`config.mk`:
```
export PLATFORM = sky130hd
export DESIGN_NAME = ball_spawner
export DESIGN_NICKNAME = d
export VERILOG_FILES = /design/src/rtl/ball_spawner_pkg.sv /design/src/rtl/lfsr16.sv /design/src/rtl/ball_spawner.sv
export SDC_FILE = /design/constraint.sdc
export NUM_CORES = 1
export LEC_CHECK = 0
export CAP_MARGIN = 25
export CORE_MARGIN = 5
export CORE_UTILIZATION = 25
export DETAILED_ROUTE_END_ITERATION = 16
export GPL_ROUTABILITY_DRIVEN = 1
export PLACE_DENSITY = 0.53
export SLEW_MARGIN = 30
export SYNTH_ARGS = -nofsm -noshare
export SYNTH_HDL_FRONTEND = slang
export SYNTH_SLANG_ARGS = --single-unit
```
`constraint.sdc`:
```
create_clock -name clk -period 7.4 [get_ports clk]
set_clock_uncertainty 0.1 [all_clocks]
set_input_delay 1.48 -clock clk [delete_from_list [all_inputs] [get_ports clk]]
set_output_delay 1.48 -clock clk [all_outputs]
set_load 0.02 [all_outputs]
```
`src/rtl/ball_spawner_pkg.sv`:
```
// ============================================================================
// ball_spawner_pkg : shared defaults, state encoding and LFSR/fold helpers
// Rev 1.0 - initial release
// ============================================================================
`default_nettype none

package ball_spawner_pkg;

  localparam int          SCREEN_W_DEF       = 640;
  localparam int          SCREEN_H_DEF       = 480;
  localparam int          BALL_SIZE_DEF      = 40;
  localparam int          TIMEOUT_CYCLES_DEF = 50_000_000;
  localparam int          COUNT_MAX_DEF      = 999;
  localparam logic [15:0] LFSR_SEED_DEF      = 16'hACE1;
  localparam int          COORD_W            = 10;
  localparam int          COUNT_W            = 10;

  typedef enum logic [1:0] {
    IDLE = 2'd0,
    PICK = 2'd1,
    SHOW = 2'd2
  } state_t;

  // Fibonacci taps 16/14/13/11
  function automatic logic [15:0] lfsr_next(input logic [15:0] s);
    return {s[14:0], s[15] ^ s[13] ^ s[12] ^ s[10]};
  endfunction

  // Single subtraction is enough because the range above the limit never exceeds the limit
  function automatic logic [COORD_W-1:0] fold(input logic [COORD_W-1:0] c,
                                              input logic [COORD_W-1:0] lim);
    return (c >= lim) ? c - lim : c;
  endfunction

endpackage

`default_nettype wire

```
`src/rtl/lfsr16.sv`:
```
// ============================================================================
// lfsr16 : free-running 16-bit Fibonacci LFSR with a parameterised seed
// Rev 1.0 - initial release
// ============================================================================
`default_nettype none

module lfsr16
  import ball_spawner_pkg::*;
#(
  parameter logic [15:0] SEED = LFSR_SEED_DEF
) (
  input  logic        clk,
  input  logic        reset,
  output logic [15:0] q
);

  logic [15:0] q_q;
  logic [15:0] q_d;

  always_comb begin
    q_d = lfsr_next(q_q);
  end

  always_ff @(posedge clk) begin
    if (reset) begin
      q_q <= SEED;
    end else begin
      q_q <= q_d;
    end
  end

  assign q = q_q;

endmodule

`default_nettype wire

```
`src/rtl/ball_spawner.sv`:
```
// ============================================================================
// ball_spawner : places a pseudo-random target, respawns it on hit or timeout
//                and keeps saturating hit/miss scores
// Rev 1.0 - initial release
// ============================================================================
`default_nettype none

module ball_spawner
  import ball_spawner_pkg::*;
#(
  parameter int          SCREEN_W       = SCREEN_W_DEF,
  parameter int          SCREEN_H       = SCREEN_H_DEF,
  parameter int          BALL_SIZE      = BALL_SIZE_DEF,
  parameter int          TIMEOUT_CYCLES = TIMEOUT_CYCLES_DEF,
  parameter logic [15:0] LFSR_SEED      = LFSR_SEED_DEF,
  parameter int          COUNT_MAX      = COUNT_MAX_DEF
) (
  input  logic               clk,
  input  logic               reset,
  input  logic               start,
  input  logic               new_ball,
  output logic [COORD_W-1:0] BALL_X,
  output logic [COORD_W-1:0] BALL_Y,
  output logic               ball_valid,
  output logic [COUNT_W-1:0] hit_count,
  output logic [COUNT_W-1:0] miss_count
);

  localparam int LIM_X = SCREEN_W - BALL_SIZE;
  localparam int LIM_Y = SCREEN_H - BALL_SIZE;
  localparam int TO_W  = (TIMEOUT_CYCLES > 1) ? $clog2(TIMEOUT_CYCLES) : 1;

  localparam logic [COORD_W-1:0] C_LX      = COORD_W'(LIM_X);
  localparam logic [COORD_W-1:0] C_LY      = COORD_W'(LIM_Y);
  localparam logic [COUNT_W-1:0] C_CMAX    = COUNT_W'(COUNT_MAX);
  localparam logic [TO_W-1:0]    C_TO_LAST = TO_W'(TIMEOUT_CYCLES - 1);

  if ((LIM_X > 1024) || ((1024 - LIM_X) > LIM_X)) begin : g_bad_fold_x
    $error("ball_spawner: SCREEN_W-BALL_SIZE cannot be folded from 10 LFSR bits");
  end
  if ((LIM_Y > 512) || ((512 - LIM_Y) > LIM_Y)) begin : g_bad_fold_y
    $error("ball_spawner: SCREEN_H-BALL_SIZE cannot be folded from 9 LFSR bits");
  end

  logic [15:0] lfsr_q;

  lfsr16 #(
    .SEED (LFSR_SEED)
  ) u_lfsr (
    .clk   (clk),
    .reset (reset),
    .q     (lfsr_q)
  );

  state_t             state_q,      state_d;
  logic [COORD_W-1:0] ball_x_q,     ball_x_d;
  logic [COORD_W-1:0] ball_y_q,     ball_y_d;
  logic               ball_valid_q, ball_valid_d;
  logic [COUNT_W-1:0] hit_count_q,  hit_count_d;
  logic [COUNT_W-1:0] miss_count_q, miss_count_d;
  logic [TO_W-1:0]    to_cnt_q,     to_cnt_d;
  logic               new_ball_q,   new_ball_d;
  logic               start_q,      start_d;

  logic               hit_edge;
  logic               start_rise;
  logic [COORD_W-1:0] fold_x;
  logic [COORD_W-1:0] fold_y;

  always_comb begin
    hit_edge   = new_ball & ~new_ball_q;
    start_rise = start & ~start_q;
    fold_x     = fold(lfsr_q[9:0], C_LX);
    fold_y     = fold({1'b0, lfsr_q[15:7]}, C_LY);
  end

  always_comb begin
    state_d      = state_q;
    ball_x_d     = ball_x_q;
    ball_y_d     = ball_y_q;
    ball_valid_d = ball_valid_q;
    hit_count_d  = hit_count_q;
    miss_count_d = miss_count_q;
    to_cnt_d     = to_cnt_q;
    new_ball_d   = new_ball;
    start_d      = start;

    // Dropping start parks the game but leaves position and score readable
    if (!start) begin
      state_d      = IDLE;
      ball_valid_d = 1'b0;
    end else begin
      case (state_q)
        IDLE: begin
          ball_valid_d = 1'b0;
          if (start_rise) begin
            hit_count_d  = '0;
            miss_count_d = '0;
            state_d      = PICK;
          end
        end
        PICK: begin
          ball_x_d     = fold_x;
          ball_y_d     = fold_y;
          to_cnt_d     = '0;
          ball_valid_d = 1'b1;
          state_d      = SHOW;
        end
        SHOW: begin
          ball_valid_d = 1'b1;
          to_cnt_d     = to_cnt_q + TO_W'(1);
          if (hit_edge) begin
            if (hit_count_q < C_CMAX) hit_count_d = hit_count_q + COUNT_W'(1);
            ball_valid_d = 1'b0;
            state_d      = PICK;
          end else if (to_cnt_q == C_TO_LAST) begin
            if (miss_count_q < C_CMAX) miss_count_d = miss_count_q + COUNT_W'(1);
            ball_valid_d = 1'b0;
            state_d      = PICK;
          end
        end
        default: begin
          ball_valid_d = 1'b0;
          state_d      = IDLE;
        end
      endcase
    end
  end

  always_ff @(posedge clk) begin
    if (reset) begin
      state_q      <= IDLE;
      ball_x_q     <= '0;
      ball_y_q     <= '0;
      ball_valid_q <= 1'b0;
      hit_count_q  <= '0;
      miss_count_q <= '0;
      to_cnt_q     <= '0;
      new_ball_q   <= 1'b0;
      start_q      <= 1'b0;
    end else begin
      state_q      <= state_d;
      ball_x_q     <= ball_x_d;
      ball_y_q     <= ball_y_d;
      ball_valid_q <= ball_valid_d;
      hit_count_q  <= hit_count_d;
      miss_count_q <= miss_count_d;
      to_cnt_q     <= to_cnt_d;
      new_ball_q   <= new_ball_d;
      start_q      <= start_d;
    end
  end

  assign BALL_X     = ball_x_q;
  assign BALL_Y     = ball_y_q;
  assign ball_valid = ball_valid_q;
  assign hit_count  = hit_count_q;
  assign miss_count = miss_count_q;

endmodule

`default_nettype wire
```
==> impl_results.md, run 1 <==
- Status: complete, no violations
- Crit. End Element: register
- R2R Path End: miss_count[3]
- DP Wirelength: 6340 µm
- Via-per-instance ratio: 4.80
- Synth Cell Area: 3850 µm²
- Cells after Synth: 452
- CTS tree: done
- FF-to-FF setup slack: 4670 ps
- Gate power share: 6.6%
- Drt drc: 0
- Reg2reg path depth: 5
- Sink Count: 87
- Worst Hold End: BALL_Y[8]
- Clock transition at the registers of the reported paths: 60 ps
- IO buf count: 44
- Yosys warns: 0
- Ys async rst share: 0%
- Placed Cells: ~670
- Antenna diodes: 0
- P_leak: 1.57 nW
- CTS resizes: 0
- Setup WS pre-CTS: 3470 ps
- Fin cells: 682
- Vias in the first global route: 3197
- Synth cell types: 52
- Peak supply drop: between 70 and 80 µV
- Largest net degree at the start of global routing: 46
- Grt total ovfl: 0
- Final Max Tran Viols: 0
- Pint: ~0.73 mW
- GRT Overall Usage: between 10% and 20%
- Die ar.: 18000 µm²
- H-Tree Depth: 3
- Clk Latency, worst-skew pair: 340 ps
- Post-CTS setup buffer count: 0
- Top FF cell, synth: dfxtp_1
- Syn Nets: 464
- Hold slack: 351 ps
- Clock buffer count from CTS: 9
- Tmin final: 3560 ps
- Setup CP Type: in2reg
- Final Cycle Share: 48.1%
- Cell area power density: roughly 200 nW/µm²
- Setup Viol. Count Final: 0
- Most area-hungry cell type in the Yosys netlist: dfxtp_1
- Layout cells sized above 1: under 10%
- Antenna violations before repair: 0
- Post-synth EDFFs: 0
- RD Place Congestion: 0.786
- Hold_buf cts: 0
- Clock Path Buffers: 2
- Register bit total from synthesis: 87
- FF-to-FF Start: to_cnt_q[17]
- CP startpoint kind: input pin
- DP Area: 4470 µm²
- Root buf cell: clkbuf_16
- Fmax: 281 MHz
- Sequential share of power: a little over 50%
- Die width: 134 µm
- Starting Density: 25.4%
- Drt wl/cell: ~13 µm
- Total net switching power: approximately 0.22 mW
- Arrival time at the worst endpoint: around 3700 ps
- Max Cap Violations: 0
- Hold Vio Cnt, Final: 0
- Min-delay worst type: reg2reg
- Hold Crit Start: BALL_Y[8]
- Final worst setup slack: 3840 ps
- DIE HEIGHT: approximately 130 µm
- Vias: 3277
- Final total power: 0.953 mW
- Net Sw Frac: about a quarter
- Max_slew headroom: 39.4%
- Worst path required time: 7530 ps
- Antenna Nets Post-Route: 0
- Setup total negative slack: 0 ps
- Total core area: around 15000 µm²
- Drt total wl: 9000 µm
- Synth top area share: 45.3%
- Ranking of synthesized cells by area: dfxtp_1 (45%), xnor2_1 (5.5%), nand2_1 (5.2%)
- Worst slew pin tran: around 910 ps
- DR pass1 iterations: 4
- Critical-path maximum fanout: 45
- Nets: 502
- Synthesized area per cell: around 8.5 µm²
- Hold path depth: 2
- First-pass GRT wire length: 15700 µm
- DR iter-0 viols: 148
- RSZ-0062 raised after global routing: false
- Seq/Total Area, Yosys: 45.3%
- I/O pin total: 45
- Final core utilization: between 30 and 40%
- Row Count: 45
- P&R area growth vs syn: 23.1%
- Clock Power Share: a little over two fifths
- Final Cell Area: 4740 µm²
layout by cell type, fill, tap and decap left out, drive strengths merged, types with 2 or more instances in the layout:
| cell | n |
|---|---|
| a211o | 2 |
| a21bo | 2 |
| a21oi | 28 |
| a311oi | 3 |
| a31oi | 2 |
| a32oi | 2 |
| a41oi | 4 |
| and2 | 3 |
| and3 | 8 |
| buf | 2 |
| clkbuf | 11 |
| clkdlybuf4s50 | 44 |
| clkinv | 4 |
| dfxtp | 87 |
| ha | 8 |
| inv | 14 |
| mux2i | 3 |
| nand2 | 54 |
| nand3 | 18 |
| nand4 | 7 |
| nor2 | 43 |
| nor2b | 10 |
| nor3 | 17 |
| nor3b | 2 |
| nor4 | 13 |
| o211ai | 5 |
| o21a | 2 |
| o21ai | 26 |
| o311ai | 2 |
| o31ai | 2 |
| or2 | 8 |
| or3 | 5 |
| or4 | 7 |
| xnor2 | 24 |
| xor2 | 10 |
worst max-delay path by stage:
stage | start | to
5_1_grt | reset | to_cnt_q[11]
2_1_floorplan | start | to_cnt_q[22]
3_5_place_dp | reset | to_cnt_q[23]
6_report | reset | to_cnt_q[23]
4_1_cts | reset | to_cnt_q[23]
3_3_place_gp | reset | to_cnt_q[22]
registers in the layout (all words and copies together) (netlist names):
register and count:
new_ball_q 1, start_q 1, BALL_Y 10, hit_count 10, to_cnt_q 26, u_lfsr.q 16, BALL_X 10, miss_count 10
ball_valid 1, state_q 2
worst max-delay path: stages:
cell and delay [ps]:
clkdlybuf4s50_1 450, buf_4 400, inv_1 450, o21ai_1 450
buf_4 340, nor2_1 80
power by group through the flow:
stage	sequential (mW)	combinational, mW	clock, mW
finish	0.490	0.0626	0.401
global route	0.492	0.0702	0.438
CTS	0.490	0.0634	0.416
detailed placement	0.500	0.0631	0
global placement	0.500	0.0623	0
floorplan	0.502	0.0387	0
Yosys cell counts (all sizes together), types with 3 or more instances:
| cell type | number |
|---|---|
| o211ai | 5 |
| clkbuf | 18 |
| inv | 14 |
| xnor2 | 24 |
| nand2 | 54 |
| nor2 | 43 |
| or3 | 5 |
| mux2i | 3 |
| and3 | 8 |
| and2 | 3 |
| nor4 | 13 |
| nor3 | 17 |
| a311oi | 3 |
| dfxtp | 87 |
| a21oi | 28 |
| or4 | 7 |
| a41oi | 4 |
| nand3 | 18 |
| o21ai | 26 |
| nor2b | 10 |
| or2 | 8 |
| nand4 | 7 |
| xor2 | 10 |
| ha | 8 |
cell families (layout without fill, tap and decap cells):
group / count (synthesis) / after routing / share of synthesized area (%)
AO/OA/AOI/OAI: 88 / 88 / 14.5
adder cells (fa/ha/maj): 8 / 8 / 2.60
AND/OR/NAND/NOR: 199 / 199 / 25.8
buffers and inverters: 33 / 75 / 3.25
multiplexers: 3 / 3 / 0.781
flip-flops: 87 / 87 / 45.3
XOR/XNOR: 34 / 34 / 7.74
layout make-up:
type,instances,area [µm²]
flip-flops and latches,87,1740
clock inverters,4,23.8
multi-input cells,332,1990
fillers,1535,10400
well taps,188,235
inverters,14,52.6
clock buffers,11,233
repair buffers,46,455
per-layer routing:
metal | vias up | routed length (µm) | share of wire (%) | track usage [%]
met4 | 0 | 160 | 1.8 | 4.24
met3 | 13 | 316 | 3.5 | 2.96
met5 | - | 0 | 0 | 0
li1 | 1670 | - | - | -
met2 | 55 | 3990 | 44 | 16.5
met1 | 1539 | 4540 | 50 | 14.2
Note: power is estimated with default switching activity, not from simulation.
==> run 2: changes to the inputs <==
==> constraint.sdc (replaced) <==
create_clock -name clk -period 3.7 [get_ports clk]
set_clock_uncertainty 0.1 [all_clocks]
set_input_delay 0.74 -clock clk [delete_from_list [all_inputs] [get_ports clk]]
set_output_delay 0.74 -clock clk [all_outputs]
set_load 0.02 [all_outputs]
==> impl_results.md, run 2 (synthesis results as in run 1) <==
- Hold slack: 353 ps (+2.20 ps)
- Clock Path Buffers: 2 (unchanged)
- Arrival time at the worst endpoint: 2850 ps (-840 ps)
- Placed Cells: 671 (+0.60%)
- Cell Chain, Critical Path: clkdlybuf4s50_1 -> a21bo_2 -> a311o_1 -> o21ai_0 -> o21ai_0
- RD Place Congestion: 0.779 (-0.83%)
- Final worst setup slack: 943 ps (-2900 ps)
- I/O pin total: 45 (unchanged)
- Crit. End Element: register
- Nets: 506 (+0.80%)
- Setup CP Type: in2reg
- Most frequent cells in the layout: dfxtp_1 (87), nand2_1 (53), clkdlybuf4s50_1 (44)
- Largest net degree at the start of global routing: 45 (-2.2%)
- P_leak: 1.62 nW (+2.6%)
- Tmin final: 2760 ps
- Status: complete, no violations
- Final Max Tran Viols: 0 (unchanged)
- Clock buffer count from CTS: 9 (unchanged)
- Antenna diodes: 0 (unchanged)
- Hold Vio Cnt, Final: 0 (unchanged)
- Die ar.: 18000 µm² (unchanged)
- Most used cell, CP: o21ai_0
- Setup Viol. Count Final: 0 (unchanged)
- Drt total wl: 9260 µm (+2.9%)
- Fmax: 363 MHz
- Total core area: 15100 µm² (unchanged)
- Final core utilization: 31.9% (+0.64 points)
- Clk Latency, worst-skew pair: 340 ps (about the same)
- Row Count: 45 (unchanged)
- Hold_buf cts: 0 (unchanged)
- Antenna Nets Post-Route: 0 (unchanged)
- Drt wl/cell: 13.5 µm (+2.1%)
- Max Cap Violations: 0 (unchanged)
- Final total power: 2.14 mW (+120%)
- FF-to-FF setup slack: 970 ps (-3700 ps)
- Root buf cell: clkbuf_16
- WP buf/inv: 1 (-3)
- Fillers: 1527 (-0.52%)
- Crit-path leading delay family: compound AO/OA/AOI/OAI gates
- RSZ-0062 raised after global routing: false
- Commonest non-fill, non-tap cell in the layout: dfxtp_1
- Vias: 3265 (-0.37%)
- Layout cells sized above 1: 7.82% (+0.93 points)
- Largest register FFs: 26 (unchanged)
- DIE HEIGHT: 134 µm (unchanged)
- Drt drc: 0 (unchanged)
- IO buf count: 44 (unchanged)
- H-Tree Depth: 3 (unchanged)
- Worst path required time: 3790 ps (-3740 ps)
- Clock transition at the registers of the reported paths: 60 ps (about the same)
- DP Wirelength: 6340 µm (unchanged)
- Vias in the first global route: 3110 (-2.7%)
- Sink Count: 87 (unchanged)
- Slowest stage cell, crit path: o21ai_0
- P&R area growth vs syn: 25.6%
- CTS tree: done
- Grt total ovfl: 0 (unchanged)
- Max_slew headroom: 51.6% (+12 points)
- Via-per-instance ratio: 4.75 (-1.1%)
- Min-delay worst type: reg2reg
- DR iter-0 viols: 136 (-8.1%)
- Post-CTS setup buffer count: 0 (unchanged)
- Starting Density: 25.4% (unchanged)
- First-pass GRT wire length: 15600 µm (-0.96%)
- CTS resizes: 0 (unchanged)
- Final Cycle Share: 74.5%
- Die width: 134 µm (unchanged)
- Antenna violations before repair: 0 (unchanged)
- Fin cells: 687 (+0.73%)
- CP max stage delay: 610 ps (+160 ps)
- Critical-path maximum fanout: 7 (-84%)
- GRT Overall Usage: 10.7% (about the same)
- Setup WS pre-CTS: 646 ps (-2820 ps)
- Final Cell Area: 4830 µm² (+2.0%)
- Cell area power density: 442 nW/µm² (+120%)
- Largest register by flop count: to_cnt_q
- Worst slew pin tran: 718 ps (-191 ps)
- DR pass1 iterations: 4 (unchanged)
- CP startpoint kind: input pin
- Setup total negative slack: 0 ps (unchanged)
- Peak supply drop: 224 µV (+210%)
- DP Area: 4490 µm² (+0.53%)
==> run 2: cell types whose count changed in the layout (fill, tap and decap cells not counted) <==
cell	before	now
a311oi_1	2	3
a311oi_2	1	0
buf_4	2	6
bufinv_16	0	3
clkbuf_1	2	1
clkinv_2	3	2
nor4_2	0	1
nor4_4	1	0
==> run 2: power breakdown <==
group	switching, mW	total (mW)	internal [mW]
logic	0.0767	0.128	0.0511
registers	0.0200	0.980	0.960
clock network	0.371	1.03	0.659
total	0.467	2.14	1.67
==> run 2: final timing paths <==
| path | from | endpoint | cells past startpoint |
|---|---|---|---|
| max | start | miss_count[9] | 5 |
| min | u_lfsr.q[2] | BALL_X[2] | 2 |
| max reg2reg | state_q[0] | miss_count[9] | 6 |
| min reg2reg | u_lfsr.q[2] | BALL_X[2] | 2 |
==> run 2: area by class of cell <==
class                      count  area (µm²)  area share, %
clock buffer                  10         229           4.74
clock inverter                 6         109           2.25
inverter                      14        52.6           1.09
multi-input combinational    332        1980           41.0
sequential                    87        1740           36.0
tap                          188         235           4.87
timing repair buffer          50         485           10.0
==> run 2: worst min-delay path: cells and delay by family, from the launching register on <==
| family | cells | cell delay [ps] |
|---|---|---|
| AO/OA/AOI/OAI | 1 | 50 |
| AND/OR/NAND/NOR | 1 | 50 |
| flip-flops | 1 | 300 |
==> run 2: metal layers <==
layer | GRT usage, % | up-vias | wire length, µm
li1 | - | 1683 | -
met1 | 14.1 | 1508 | 4590
met2 | 16.6 | 62 | 4150
met3 | 3.08 | 12 | 375
met4 | 4.13 | 0 | 143
met5 | 0 | - | 0
==> run 3: changes to the inputs <==
==> constraint.sdc (replaced) <==
create_clock -name clk -period 2.6 [get_ports clk]
set_clock_uncertainty 0.1 [all_clocks]
set_input_delay 0.52 -clock clk [delete_from_list [all_inputs] [get_ports clk]]
set_output_delay 0.52 -clock clk [all_outputs]
set_load 0.02 [all_outputs]
==> impl_results.md, run 3 (synthesis results as in run 1) <==
- Largest register FFs: 26 (unchanged)
- Drt wl/cell: 13.4 µm (-0.71%)
- Vias: 3347 (+2.5%)
- Sequential share of power: 46.4% (+0.5 points)
- IO buf count: 44 (unchanged)
- Hold slack: 353 ps (-0.807 ps)
- Hold path depth: 2 (unchanged)
- Largest register by flop count: to_cnt_q
- Fillers: 1532 (+0.33%)
- Starting Density: 25.4% (unchanged)
- Final Max Tran Viols: 0 (unchanged)
- Area of the multi-input gates: 1990 µm² (+0.32%)
- P_leak: 1.68 nW (+4.0%)
- Die width: 134 µm (unchanged)
- Cell area power density: 606 nW/µm² (+37%)
- Fin cells: 703 (+2.3%)
- FF-to-FF Start: to_cnt_q[14]
- Nets: 522 (+3.2%)
- Clock transition at the registers of the reported paths: 60 ps (about the same)
- Layout cells sized above 1: 11.1% (+3.3 points)
- Fmax: 409 MHz
- Antenna diodes: 0 (unchanged)
- Sink Count: 87 (unchanged)
- Clock buffer count from CTS: 9 (unchanged)
- Antenna Nets Post-Route: 0 (unchanged)
- Max_slew headroom: 60.5% (+8.9 points)
- GRT Overall Usage: 10.7% (-0.039 points)
- Drt total wl: 9410 µm (+1.6%)
- Net Sw Frac: 22.8% (+0.92 points)
- CTS tree: done
- Hold_buf cts: 0 (unchanged)
- Top routing layer used: met4
- Placed Cells: 687 (+2.4%)
- WL met2: 4240 µm (+2.2%)
- Largest net degree at the start of global routing: 33 (-27%)
- Grt total ovfl: 0 (unchanged)
- Clock Path Buffers: 2 (unchanged)
- Clock Power Share: 47.3% (-0.9 points)
- Vias in the first global route: 3145 (+1.1%)
- Via-per-instance ratio: 4.76 (+0.18%)
- Post-CTS setup buffer count: 0 (unchanged)
- I/O pin total: 45 (unchanged)
- DP Wirelength: 6560 µm (+3.5%)
- Total core area: 15100 µm² (unchanged)
- Final worst setup slack: 158 ps (-785 ps)
- CP startpoint kind: register
- H-Tree Depth: 3 (unchanged)
- Setup CP Type: reg2reg
- Final Cell Area: 4950 µm² (+2.5%)
- Antenna violations before repair: 0 (unchanged)
- Critical-path maximum fanout: 5 (-2)
- RD Place Congestion: 0.795 (+2.0%)
- Worst path required time: 2770 ps (-1020 ps)
- Die ar.: 18000 µm² (unchanged)
- First-pass GRT wire length: 15700 µm (+0.49%)
- P&R area growth vs syn: 28.8%
- Setup Viol. Count Final: 0 (unchanged)
- Root buf cell: clkbuf_16
- Tmin final: 2440 ps
- Min-delay worst type: reg2reg
- Gate power share: 6.3% (+0.3 points)
- Reg2reg path depth: 5 (-1)
- Final Cycle Share: a little over nine tenths
- CTS resizes: 0 (unchanged)
- Sequential Area: 1740 µm² (unchanged)
- DP Area: 4610 µm² (+2.7%)
- Most frequent cells in the layout: dfxtp_1 (87), nand2_1 (53), clkdlybuf4s50_1 (44)
- Peak supply drop: 315 µV (+41%)
- DIE HEIGHT: 134 µm (unchanged)
- Clk Latency, worst-skew pair: 350 ps (about the same)
- CP Launch Point: to_cnt_q[14]
- RSZ-0062 raised after global routing: false
- Setup total negative slack: 0 ps (unchanged)
- Hold Vio Cnt, Final: 0 (unchanged)
- Commonest non-fill, non-tap cell in the layout: dfxtp_1
- DR pass1 iterations: 5 (+1)
- Hold Crit Start: BALL_Y[6]
- DR iter-0 viols: 189 (+39%)
- Arrival time at the worst endpoint: 2610 ps (-240 ps)
- Row Count: 45 (unchanged)
- Total net switching power: 0.684 mW (+46%)
- Crit. End Element: register
- Met3 routed WL: 435 µm (+16%)
- Pint: 2.32 mW (+39%)
- Drt drc: 0 (unchanged)
- Status: complete, no violations
- Max Cap Violations: 0 (unchanged)
- Setup WS pre-CTS: -127 ps (-773 ps)
- Met1 WL: 4590 µm (about the same)
- Worst slew pin tran: 587 ps (-131 ps)
run 3: critical path, cell delays in order (launching register included):
cell and delay, ps:
dfxtp_1 380, nand2_2 70, or4_4 490, or4_1 620, or4_1 530, a21oi_1 160
run 3: stage by stage:
stage | total power [mW] | util [%]
2_1_floorplan | 1.54 | -
3_3_place_gp | 1.61 | 30.5
3_5_place_dp | 1.61 | 30.5
4_1_cts | 3.05 | 32.7
5_1_grt | 3.12 | 32.7
6_report | 3.00 | 32.7
run 3: layout make-up:
class / instances / share of cell area [%]
Inverter: 14 / 1.06
Timing Repair Buffer: 66 / 12.2
Tap cell: 188 / 4.75
Clock inverter: 6 / 1.87
Sequential cell: 87 / 35.2
Clock buffer: 10 / 4.83
Multi-Input combinational cell: 332 / 40.1
run 3: final timing paths:
check	slack, ps	end
min	350	BALL_Y[6]
min reg2reg	350	BALL_Y[6]
max	160	miss_count[4]
max reg2reg	160	miss_count[4]
run 3: routing by layer:
metal  global-route usage (%)  vias to the layer above
met2                     16.4                       66
met4                     3.90                        0
met3                     3.19                       14
met1                     14.2                     1550
li1                         -                     1717
met5                        0                        -
run 3: power groups by stage:
stage,registers (mW),clock network (mW),logic (mW)
detailed placement,1.42,0,0.191
floorplan,1.43,0,0.110
CTS,1.39,1.46,0.192
global placement,1.42,0,0.190
global route,1.40,1.51,0.213
finish,1.39,1.42,0.190
==> RTL change (flow settings as in run 2) <==
Set the package constant `COUNT_W` to 8 (it was 10).
--- a/src/rtl/ball_spawner_pkg.sv
+++ b/src/rtl/ball_spawner_pkg.sv
@@ -13,7 +13,7 @@
   localparam int          COUNT_MAX_DEF      = 999;
   localparam logic [15:0] LFSR_SEED_DEF      = 16'hACE1;
   localparam int          COORD_W            = 10;
-  localparam int          COUNT_W            = 10;
+  localparam int          COUNT_W            = 8;
 
   typedef enum logic [1:0] {
     IDLE = 2'd0,
Interface: changed (resized hit_count and miss_count); port bits go from 45 to 41. No check against the original RTL was run, so the function may have changed too.
==> RTL change against run 2 <==
Sequential cell count decreased by 4. Total power fell by 8.4%. Clock power fell by 13%. Register-to-register slack better by 0.50 ns. Synthesized area decreased by 4.8%. Global-route usage is 0.73 points lower. Routed wire length fell by 13%. Cell area down 6.0%. Setup slack improved by 0.13 ns. Largest cell class unchanged.
==> RTL change: results (changes against run 2) <==
<table>
<tr><th>Metric</th><th>Value</th></tr>
<tr><th colspan="2">Outcome</th></tr>
<tr><td>Result of the run</td><td>completed (unchanged)</td></tr>
<tr><th colspan="2">GRT</th></tr>
<tr><td>Met3 Track Usage GR</td><td>2.60% (was 3.08%)</td></tr>
<tr><td>Global routing usage summed across all routing layers</td><td>9.96% (was 10.7%)</td></tr>
<tr><td>Met2 Usage GRT</td><td>14.8% (was 16.6%)</td></tr>
<tr><td>Via count of the first global-routing pass</td><td>2,884 (was 3,110)</td></tr>
<tr><th colspan="2">Route</th></tr>
<tr><td>Detail-routed net length per standard cell</td><td>12.5 um (was 13.5 um)</td></tr>
<tr><td>Sum of met2 wire segment lengths after detailed routing</td><td>3490 um (was 4150 um)</td></tr>
<tr><th colspan="2">Logic synthesis</th></tr>
<tr><td>Net count after synthesis</td><td>430 (was 464)</td></tr>
<tr><td>Synth Area in Adders</td><td>2.74% (was 2.60%)</td></tr>
<tr><td>Synth top area cells</td><td>dfxtp_1 (45%), nor2_1 (5.6%), xnor2_1 (4.5%) (was dfxtp_1 (45%), xnor2_1 (5.5%), nand2_1 (5.2%))</td></tr>
<tr><td>Share of cell area taken by muxes after synthesis</td><td>0.821% (was 0.781%)</td></tr>
<tr><td>Synthesized-area fraction occupied by ao, oa, aoi and oai cells</td><td>12.9% (was 14.5%)</td></tr>
<tr><th colspan="2">Final layout</th></tr>
<tr><td>Ratio of cells with drive above 1 in the final layout</td><td>7.16% (was 7.82%)</td></tr>
<tr><td>Final-stage net count</td><td>468 (was 506)</td></tr>
<tr><td>Count of fill cells added during filler insertion</td><td>1,506 (was 1,527)</td></tr>
<tr><th colspan="2">STA</th></tr>
<tr><td>Fin Hold WS</td><td>0.351 ns (was 0.353 ns)</td></tr>
<tr><th colspan="2">Place</th></tr>
<tr><td>Total half-perimeter wirelength after legalization and detailed placement</td><td>5670 um (was 6340 um)</td></tr>
<tr><td>Placed cell area</td><td>4250 um2 (was 4490 um2)</td></tr>
<tr><th colspan="2">Power</th></tr>
<tr><td>Static leakage</td><td>1.55 nW (was 1.62 nW)</td></tr>
<tr><th colspan="2">Setup path</th></tr>
<tr><td>R2r worst-path depth</td><td>7 (was 6)</td></tr>
<tr><td>Reg-to-reg setup timing slack</td><td>1.47 ns (was 0.97 ns)</td></tr>
<tr><td>Reg2reg end</td><td>to_cnt_q[23]$_SDFFE_PP0P_ (was miss_count[9]$_SDFFE_PP0P_)</td></tr>
<tr><td>Max Fanout on Critical Path</td><td>11 (was 7)</td></tr>
<tr><td>Critical path arrival</td><td>2.76 ns (was 2.85 ns)</td></tr>
<tr><th colspan="2">Hold path</th></tr>
<tr><td>End point of the most critical hold path</td><td>BALL_X[7]$_SDFFE_PP0P_ (was BALL_X[2]$_SDFFE_PP0P_)</td></tr>
</table>
-- RTL change: final cells by class --
type	count	area (um2)	area share [%]
Clock buffer	11	233	5.12
Clock inverter	5	62.6	1.38
Sequential cell	83	1660	36.6
Inverter	11	41.3	0.909
Tap cell	184	230	5.07
Multi-Input combinational cell	308	1890	41.7
Timing Repair Buffer	43	423	9.31
-- RTL change: how the worst max path moves through the flow --
| stage | startpoint | endpoint | slack [ns] |
|---|---|---|---|
| 6_report | start | hit_count[1]$_SDFFE_PP0P_ | 1.07 |
| 5_1_grt | start | hit_count[1]$_SDFFE_PP0P_ | 0.90 |
| 4_1_cts | start | hit_count[1]$_SDFFE_PP0P_ | 1.07 |
| 3_5_place_dp | start | hit_count[1]$_SDFFE_PP0P_ | 0.71 |
| 3_3_place_gp | start | hit_count[1]$_SDFFE_PP0P_ | 0.73 |
| 2_1_floorplan | start | hit_count[1]$_SDFFE_PP0P_ | 1.61 |
-- RTL change: where the power goes --
part	internal (W)	switching, W
Combinational	0.0000533	0.0000719
Sequential	0.000917	0.0000199
Clock	0.000527	0.000369
-- RTL change: stage by stage --
| stage | total power (W) | worst slack [ns] | cells | utilization, % |
|---|---|---|---|---|
| floorplan | 0.00104 | 1.61 | 418 | - |
| global placement | 0.00108 | 0.734 | 629 | 29.5 |
| detailed placement | 0.00108 | 0.706 | 629 | 29.5 |
| CTS | 0.00200 | 1.07 | 645 | 31.5 |
| global route | 0.00204 | 0.903 | 645 | 31.5 |
| finish | 0.00196 | 1.07 | 645 | 31.5 |
-- RTL change: critical path, stage by stage --
cell             delay (ns)
clkdlybuf4s50_1        0.66
a21bo_2                0.29
a211oi_1               0.55
and2_1                 0.27
mux2i_1                0.19
nor2_1                 0.05
